File: src/rtl/rs_syndrome.sv
// Bit-serial RS(255,239,T=8) syndrome front end over GF(2^8), p(x)=0x11D.
// Strips the 16 parity bytes, forwards information bits and streams S0..S15.
module rs_syndrome (
  input  logic       clk,
  input  logic       reset,
  input  logic       in_bits,
  input  logic       in_valid,
  output logic       in_ready,
  output logic       out_bits,
  output logic       out_valid,
  output logic [7:0] synd,
  output logic [3:0] synd_idx,
  output logic       synd_valid,
  output logic       done,
  output logic       err,
  output logic       frame_err
);
  localparam int NSYN = 16;
  localparam int DLEN = 128;
  localparam logic [7:0] FILL_FULL = 8'd128;

  typedef enum logic [1:0] {IDLE = 2'd0, RECV = 2'd1, FIN = 2'd2, SOUT = 2'd3} state_e;

  function automatic logic [7:0] gf_xtime(input logic [7:0] a);
    return {a[6:0], 1'b0} ^ (a[7] ? 8'h1D : 8'h00);
  endfunction

  // Multiply by alpha^j; j is a loop constant at every call, so this folds to XOR gates.
  function automatic logic [7:0] gf_mul_apow(input logic [7:0] a, input int j);
    logic [7:0] r;
    r = a;
    for (int k = 0; k < NSYN - 1; k++) begin
      r = (k < j) ? gf_xtime(r) : r;
    end
    return r;
  endfunction

  state_e           state_q, state_d;
  logic [2:0]       bit_cnt_q, bit_cnt_d;
  logic [7:0]       shreg_q, shreg_d;
  logic [7:0]       byte_q, byte_d;
  logic             byte_rdy_q, byte_rdy_d;
  logic [8:0]       byte_cnt_q, byte_cnt_d;
  logic [DLEN-1:0]  dl_q, dl_d;
  logic [7:0]       fill_q, fill_d;
  logic             ferr_lat_q, ferr_lat_d;
  logic [3:0]       sidx_q, sidx_d;
  logic [7:0]       syn_q [NSYN];
  logic [7:0]       syn_d [NSYN];
  logic             out_bits_q, out_bits_d, out_valid_q, out_valid_d;
  logic [7:0]       synd_q, synd_d;
  logic [3:0]       synd_idx_q, synd_idx_d;
  logic             synd_valid_q, synd_valid_d;
  logic             done_q, done_d, err_q, err_d, frame_err_q, frame_err_d;
  logic             any_nz;
  logic [3:0]       nidx;

  assign in_ready   = (state_q == IDLE) || (state_q == RECV);
  assign out_bits   = out_bits_q;
  assign out_valid  = out_valid_q;
  assign synd       = synd_q;
  assign synd_idx   = synd_idx_q;
  assign synd_valid = synd_valid_q;
  assign done       = done_q;
  assign err        = err_q;
  assign frame_err  = frame_err_q;

  always_comb begin
    state_d      = state_q;
    bit_cnt_d    = bit_cnt_q;
    shreg_d      = shreg_q;
    byte_d       = byte_q;
    byte_rdy_d   = 1'b0;
    byte_cnt_d   = byte_cnt_q;
    dl_d         = dl_q;
    fill_d       = fill_q;
    ferr_lat_d   = ferr_lat_q;
    sidx_d       = sidx_q;
    out_bits_d   = 1'b0;
    out_valid_d  = 1'b0;
    synd_d       = synd_q;
    synd_idx_d   = synd_idx_q;
    synd_valid_d = synd_valid_q;
    done_d       = 1'b0;
    err_d        = 1'b0;
    frame_err_d  = 1'b0;
    any_nz       = 1'b0;
    nidx         = sidx_q + 4'd1;
    // Horner step lands one edge after the byte completes, independent of state.
    for (int j = 0; j < NSYN; j++) begin
      syn_d[j] = byte_rdy_q ? (gf_mul_apow(syn_q[j], j) ^ byte_q) : syn_q[j];
      any_nz   = any_nz | (syn_q[j] != 8'h00);
    end
    case (state_q)
      IDLE, RECV: begin
        if (in_valid) begin
          state_d   = RECV;
          shreg_d   = {shreg_q[6:0], in_bits};
          bit_cnt_d = bit_cnt_q + 3'd1;
          if (bit_cnt_q == 3'd7) begin
            byte_d     = {shreg_q[6:0], in_bits};
            byte_rdy_d = 1'b1;
            byte_cnt_d = (byte_cnt_q == 9'h1FF) ? byte_cnt_q : byte_cnt_q + 9'd1;
          end else begin
            byte_rdy_d = 1'b0;
          end
          dl_d = {dl_q[DLEN-2:0], in_bits};
          if (fill_q == FILL_FULL) begin
            out_bits_d  = dl_q[DLEN-1];
            out_valid_d = 1'b1;
          end else begin
            fill_d = fill_q + 8'd1;
          end
        end else if (state_q == RECV) begin
          // E0: parity still in the delay line is discarded with the fill count.
          state_d    = FIN;
          fill_d     = 8'd0;
          bit_cnt_d  = 3'd0;
          ferr_lat_d = (bit_cnt_q != 3'd0) || (byte_cnt_q < 9'd17) || (byte_cnt_q > 9'd255);
        end else begin
          state_d = IDLE;
        end
      end
      FIN: begin
        state_d      = SOUT;
        sidx_d       = 4'd0;
        synd_d       = syn_q[0];
        synd_idx_d   = 4'd0;
        synd_valid_d = 1'b1;
      end
      SOUT: begin
        if (sidx_q == 4'd15) begin
          state_d      = IDLE;
          sidx_d       = 4'd0;
          synd_d       = 8'h00;
          synd_idx_d   = 4'd0;
          synd_valid_d = 1'b0;
          byte_cnt_d   = 9'd0;
          bit_cnt_d    = 3'd0;
          fill_d       = 8'd0;
          ferr_lat_d   = 1'b0;
          for (int j = 0; j < NSYN; j++) begin
            syn_d[j] = 8'h00;
          end
        end else begin
          sidx_d     = nidx;
          synd_d     = syn_q[nidx];
          synd_idx_d = nidx;
          if (nidx == 4'd15) begin
            done_d      = 1'b1;
            err_d       = any_nz;
            frame_err_d = ferr_lat_q;
          end else begin
            done_d = 1'b0;
          end
        end
      end
      default: state_d = IDLE;
    endcase
  end

  always_ff @(posedge clk or posedge reset) begin
    if (reset) begin
      state_q      <= IDLE;
      bit_cnt_q    <= 3'd0;
      shreg_q      <= 8'h00;
      byte_q       <= 8'h00;
      byte_rdy_q   <= 1'b0;
      byte_cnt_q   <= 9'd0;
      dl_q         <= '0;
      fill_q       <= 8'd0;
      ferr_lat_q   <= 1'b0;
      sidx_q       <= 4'd0;
      out_bits_q   <= 1'b0;
      out_valid_q  <= 1'b0;
      synd_q       <= 8'h00;
      synd_idx_q   <= 4'd0;
      synd_valid_q <= 1'b0;
      done_q       <= 1'b0;
      err_q        <= 1'b0;
      frame_err_q  <= 1'b0;
      for (int j = 0; j < NSYN; j++) begin
        syn_q[j] <= 8'h00;
      end
    end else begin
      state_q      <= state_d;
      bit_cnt_q    <= bit_cnt_d;
      shreg_q      <= shreg_d;
      byte_q       <= byte_d;
      byte_rdy_q   <= byte_rdy_d;
      byte_cnt_q   <= byte_cnt_d;
      dl_q         <= dl_d;
      fill_q       <= fill_d;
      ferr_lat_q   <= ferr_lat_d;
      sidx_q       <= sidx_d;
      out_bits_q   <= out_bits_d;
      out_valid_q  <= out_valid_d;
      synd_q       <= synd_d;
      synd_idx_q   <= synd_idx_d;
      synd_valid_q <= synd_valid_d;
      done_q       <= done_d;
      err_q        <= err_d;
      frame_err_q  <= frame_err_d;
      for (int j = 0; j < NSYN; j++) begin
        syn_q[j] <= syn_d[j];
      end
    end
  end
endmodule

File: config.mk
export PLATFORM = sky130hd
export DESIGN_NAME = rs_syndrome
export DESIGN_NICKNAME = d
export VERILOG_FILES = /design/src/rtl/rs_syndrome.sv
export SDC_FILE = /design/constraint.sdc
export NUM_CORES = 1
export LEC_CHECK = 0
export BUFFER_PORTS_ARGS = -buffer_cell sky130_fd_sc_hd__clkbuf_2
export CAP_MARGIN = 10
export CORE_MARGIN = 8
export CORE_UTILIZATION = 45
export CTS_BUF_LIST = sky130_fd_sc_hd__clkbuf_16
export DETAILED_ROUTE_END_ITERATION = 8
export GPL_TIMING_DRIVEN = 0
export PLACE_DENSITY = 0.58
export RECOVER_POWER = 100
export SYNTH_ARGS = -nofsm -noshare
export SYNTH_HDL_FRONTEND = slang
export SYNTH_SLANG_ARGS = --single-unit
File: constraint.sdc
create_clock -name clk -period 9.94 [get_ports clk]
set_input_delay 0.497 -clock clk [delete_from_list [all_inputs] [get_ports clk]]
set_output_delay 0.497 -clock clk [all_outputs]
set_load 0.05 [all_outputs]
==> results.cfg <==
[synth]
synth_xor_area_share_pct = 19.3
ys_seq_elements = 306
yosysMostFrequentCell = nand2_1
syn_area_per_cell_um2 = 9.51
synth_fa_ha_area_share_pct = 0.765
muxShareOfSynthArea_pct = 6.98
synth_nets = 1733
synth_top_area_share_pct = 46.8
seq_area_frac_synth_pct = 46.8
synth_top_family_by_area = XOR/XNOR gates
netlist_area_um2 = 16300
synth_top_flop_cell = dfrtp_1
syn_inst = 1719
yosys.cell_types.count = 53
synth_compound_area_share_pct = 4.27
synth_edf_count = 0
yosysWarnings = 0
synth_top_area_cell = dfrtp_1
async_reset_ff_share_pct = 100
ys_top_cells_by_area = dfrtp_1 (47%), xnor2_1 (13%), nand2_1 (11%)
synth_commonest_cells = nand2_1 (475), dfrtp_1 (306), xnor2_1 (240)
synthSimpleGateAreaFrac_pct = 18.1

[power_and_ir_drop]
p_comb_share_pct = 20.5
pwr-share-seq_pct = 39.0
switchingPower_mw = 1.08
p_int_mw = 2.30
power_mw = 3.38
ir_worst_vdd_mv = 0.105
p_sw_share_pct = 32.0
clkPwrFrac_pct = 40.5
p_leak_nw = 8.54
pwr_density_cell_nw_per_um2 = 185

[floorplan]
num_io_pins = 23
start_util_pct = 45.2
design.core.area_um2 = 36200
fp.dieH_um = 207
dieArea_um2 = 42700
rows = 70
die_w_um = 207

[cells_and_area]
diodes = 0
seq_area_um2 = 7660
fillers = 3314
fin_nets = 1795
utilization_pct = 50.5
drive_gt1_share_pct = 6.64
multi_input_comb_area_um2 = 8050
fin_cells = 2276
syn_to_final_growth_pct = 11.8

[clocking]
cts_sinks = 306
insertion_delay_ns = 0.56
htree_levels = 2
clockRootBuffer = clkbuf_16
cts_hold_buf = 0
numCtsBuffers = 37
cts_tree = yes
clk_pin_slew_ns = 0.06
post_cts_buffers = 0
clockBufferDepth = 3
cts_resized = 0

[placement]
dp_cells = 2210
dp.final_hpwl_um = 30700
post-place-ws_ns = 6.52
gp_congestion = 0.936
port_buffers = 21

[timing]
max_freq_mhz = 233
relSlewSlack_pct = -253
hold_violations = 0
layout_setup_ws_ns = 5.65
final_max_slew_viol_count = 116
period_minus_slack_ns = 4.29
hold_slack_ns = 0.196
rsz0062_at_grt = no
tightest_slew_ns = 5.26
skew_ns = 0.0242
setup_viol_count_final = 0
finalCritPeriodShare_pct = 43.1

[routing]
ant_nets = 0
wl_per_cell_um = 19.3
vias = 12099
drtIter0Drc = 775
viasPerCell = 5.32
wl_met1_um = 20000
wl_met2_um = 19800
dr.pass1.iters = 6
maxUsedRoutingLayer = met4
wl_met3_um = 2670
drc = 0
drt_wl_total_um = 43900

[setup_path]
worst_path_max_delay_cell = clkbuf_1
required_ns = 10.36
path_class = reg -> reg
slowest_delay_ns = 0.72
critPathLaunchType = flop
cpMostUsedCell = clkbuf_1
arrival_ns = 4.71
cp-end-kind = flop
crit_chain = clkbuf_1 -> clkbuf_1 -> inv_1 -> ha_1 -> clkbuf_1 -> clkbuf_1 -> mux4_2 -> nand2_1 -> nand3_1 -> a32oi_1 -> a21oi_1
cp_max_fo = 10

[run]
maxCapViolCount = 1

[grt]
grt-ovfl-total = 0
grt_max_degree = 116
grt_usage_pct = 21.4
antenna_found_initial = 0
grt_pass1_vias = 12079
grt_pass1_wl_um = 70500

[outcome]
status = complete, but fails checks
violations = capacitance limit, slew limit

[worst_hold_path]
min_path_type = in -> reg
## path summary, 6_finish.rpt
path / start / endpoint / slack [ns] / cells past startpoint
setup / recovery: sidx_q[0] / synd[7] / 5.65 / 11
hold / removal: in_bits / shreg_q[0] / 0.20 / 3
setup reg to reg: sidx_q[0] / synd[7] / 5.65 / 11
hold reg to reg: dl_q[123] / dl_q[124] / 0.46 / 2
max in group asynchronous: reset / syn_q[45] / 6.01 / 2
min in group asynchronous: reset / dl_q[120] / 1.56 / 2
## flip-flops by register name, indices dropped and copies added (netlist names), 2 cells and up
register,count
syn_q,128
dl_q,122
byte_cnt_q,9
byte_q,8
fill_q,8
synd,8
shreg_q,6
sidx_q,4
bit_cnt_q,3
state_q,2
## routing by layer
metal / vias up / track usage, %
li1: 5684 / -
met1: 5957 / 29.4
met2: 368 / 33.2
met3: 90 / 4.40
met4: 0 / 7.79
met5: - / 0
## per-stage QoR
stage / TNS (ns) / instance area [µm²]
floorplan: 0 / 16300
global placement: -809.61 / 17000
detailed placement: 0 / 17100
CTS: 0 / 18300
global route: 0 / 18300
finish: 0 / 18300
## cells in the final DEF, fill, tap and decap left out, types with 2 or more instances in the layout
cell,Yosys,routed
nor3_1,3,3
xnor3_1,6,6
and3_1,5,6
xnor2_1,240,240
mux2_2,8,8
clkbuf_16,0,38
ha_1,10,10
o22ai_1,2,2
xor2_1,100,100
nor2b_1,1,2
mux4_2,32,32
a21oi_1,16,16
clkinv_2,0,10
a22o_1,2,2
a211oi_1,45,45
bufinv_16,0,5
and4_1,2,2
nor4_1,35,35
mux2i_1,33,33
inv_1,16,25
clkbuf_1,103,132
buf_1,13,8
nand3_1,30,31
clkbuf_2,1,3
o31ai_1,4,4
buf_2,18,14
dfrtp_1,306,306
nand2b_1,3,3
and2_0,0,2
nor2_1,151,151
o21ai_0,20,20
nand2_1,475,475
buf_16,0,2
nand4_1,11,11
a32o_1,2,2
## power by group through the flow
stage          combinational, mW  sequential (mW)  clock (mW)
2_1_floorplan              0.421             1.41           0
3_3_place_gp               0.695             1.34           0
3_5_place_dp               0.700             1.34           0
4_1_cts                    0.703             1.32        1.40
5_1_grt                    0.752             1.33        1.46
6_report                   0.693             1.32        1.37
## cell families (layout without fill, tap and decap cells)
group / count (synthesis) / count (layout)
AOI/OAI and AO/OA: 102 / 102
buffers and inverters: 154 / 243
and+or+nand+nor: 726 / 726
muxes: 73 / 73
xor gates and xnor gates: 348 / 348
DFF: 306 / 306
adders and majority gates: 10 / 10
## layout make-up
type	count	area share, %
buffer	138	3.00
clock buffer	38	5.20
clock inverter	28	1.54
inverter	16	0.335
multi-input combinational	1259	44.1
sequential	306	41.9
tap	468	3.20
timing repair buffer	23	0.746
## critical path, delay by kind of cell, from the launching register on
kind	cells	cell delay (ns)
AND/OR/NAND/NOR	2	0.19
multiplexers	1	0.44
buffers and inverters	5	2.24
flip-flops	1	0.40
AO/OA/AOI/OAI	2	0.54
adder cells (fa/ha/maj)	1	0.33
(Power assumes the default switching activity.)
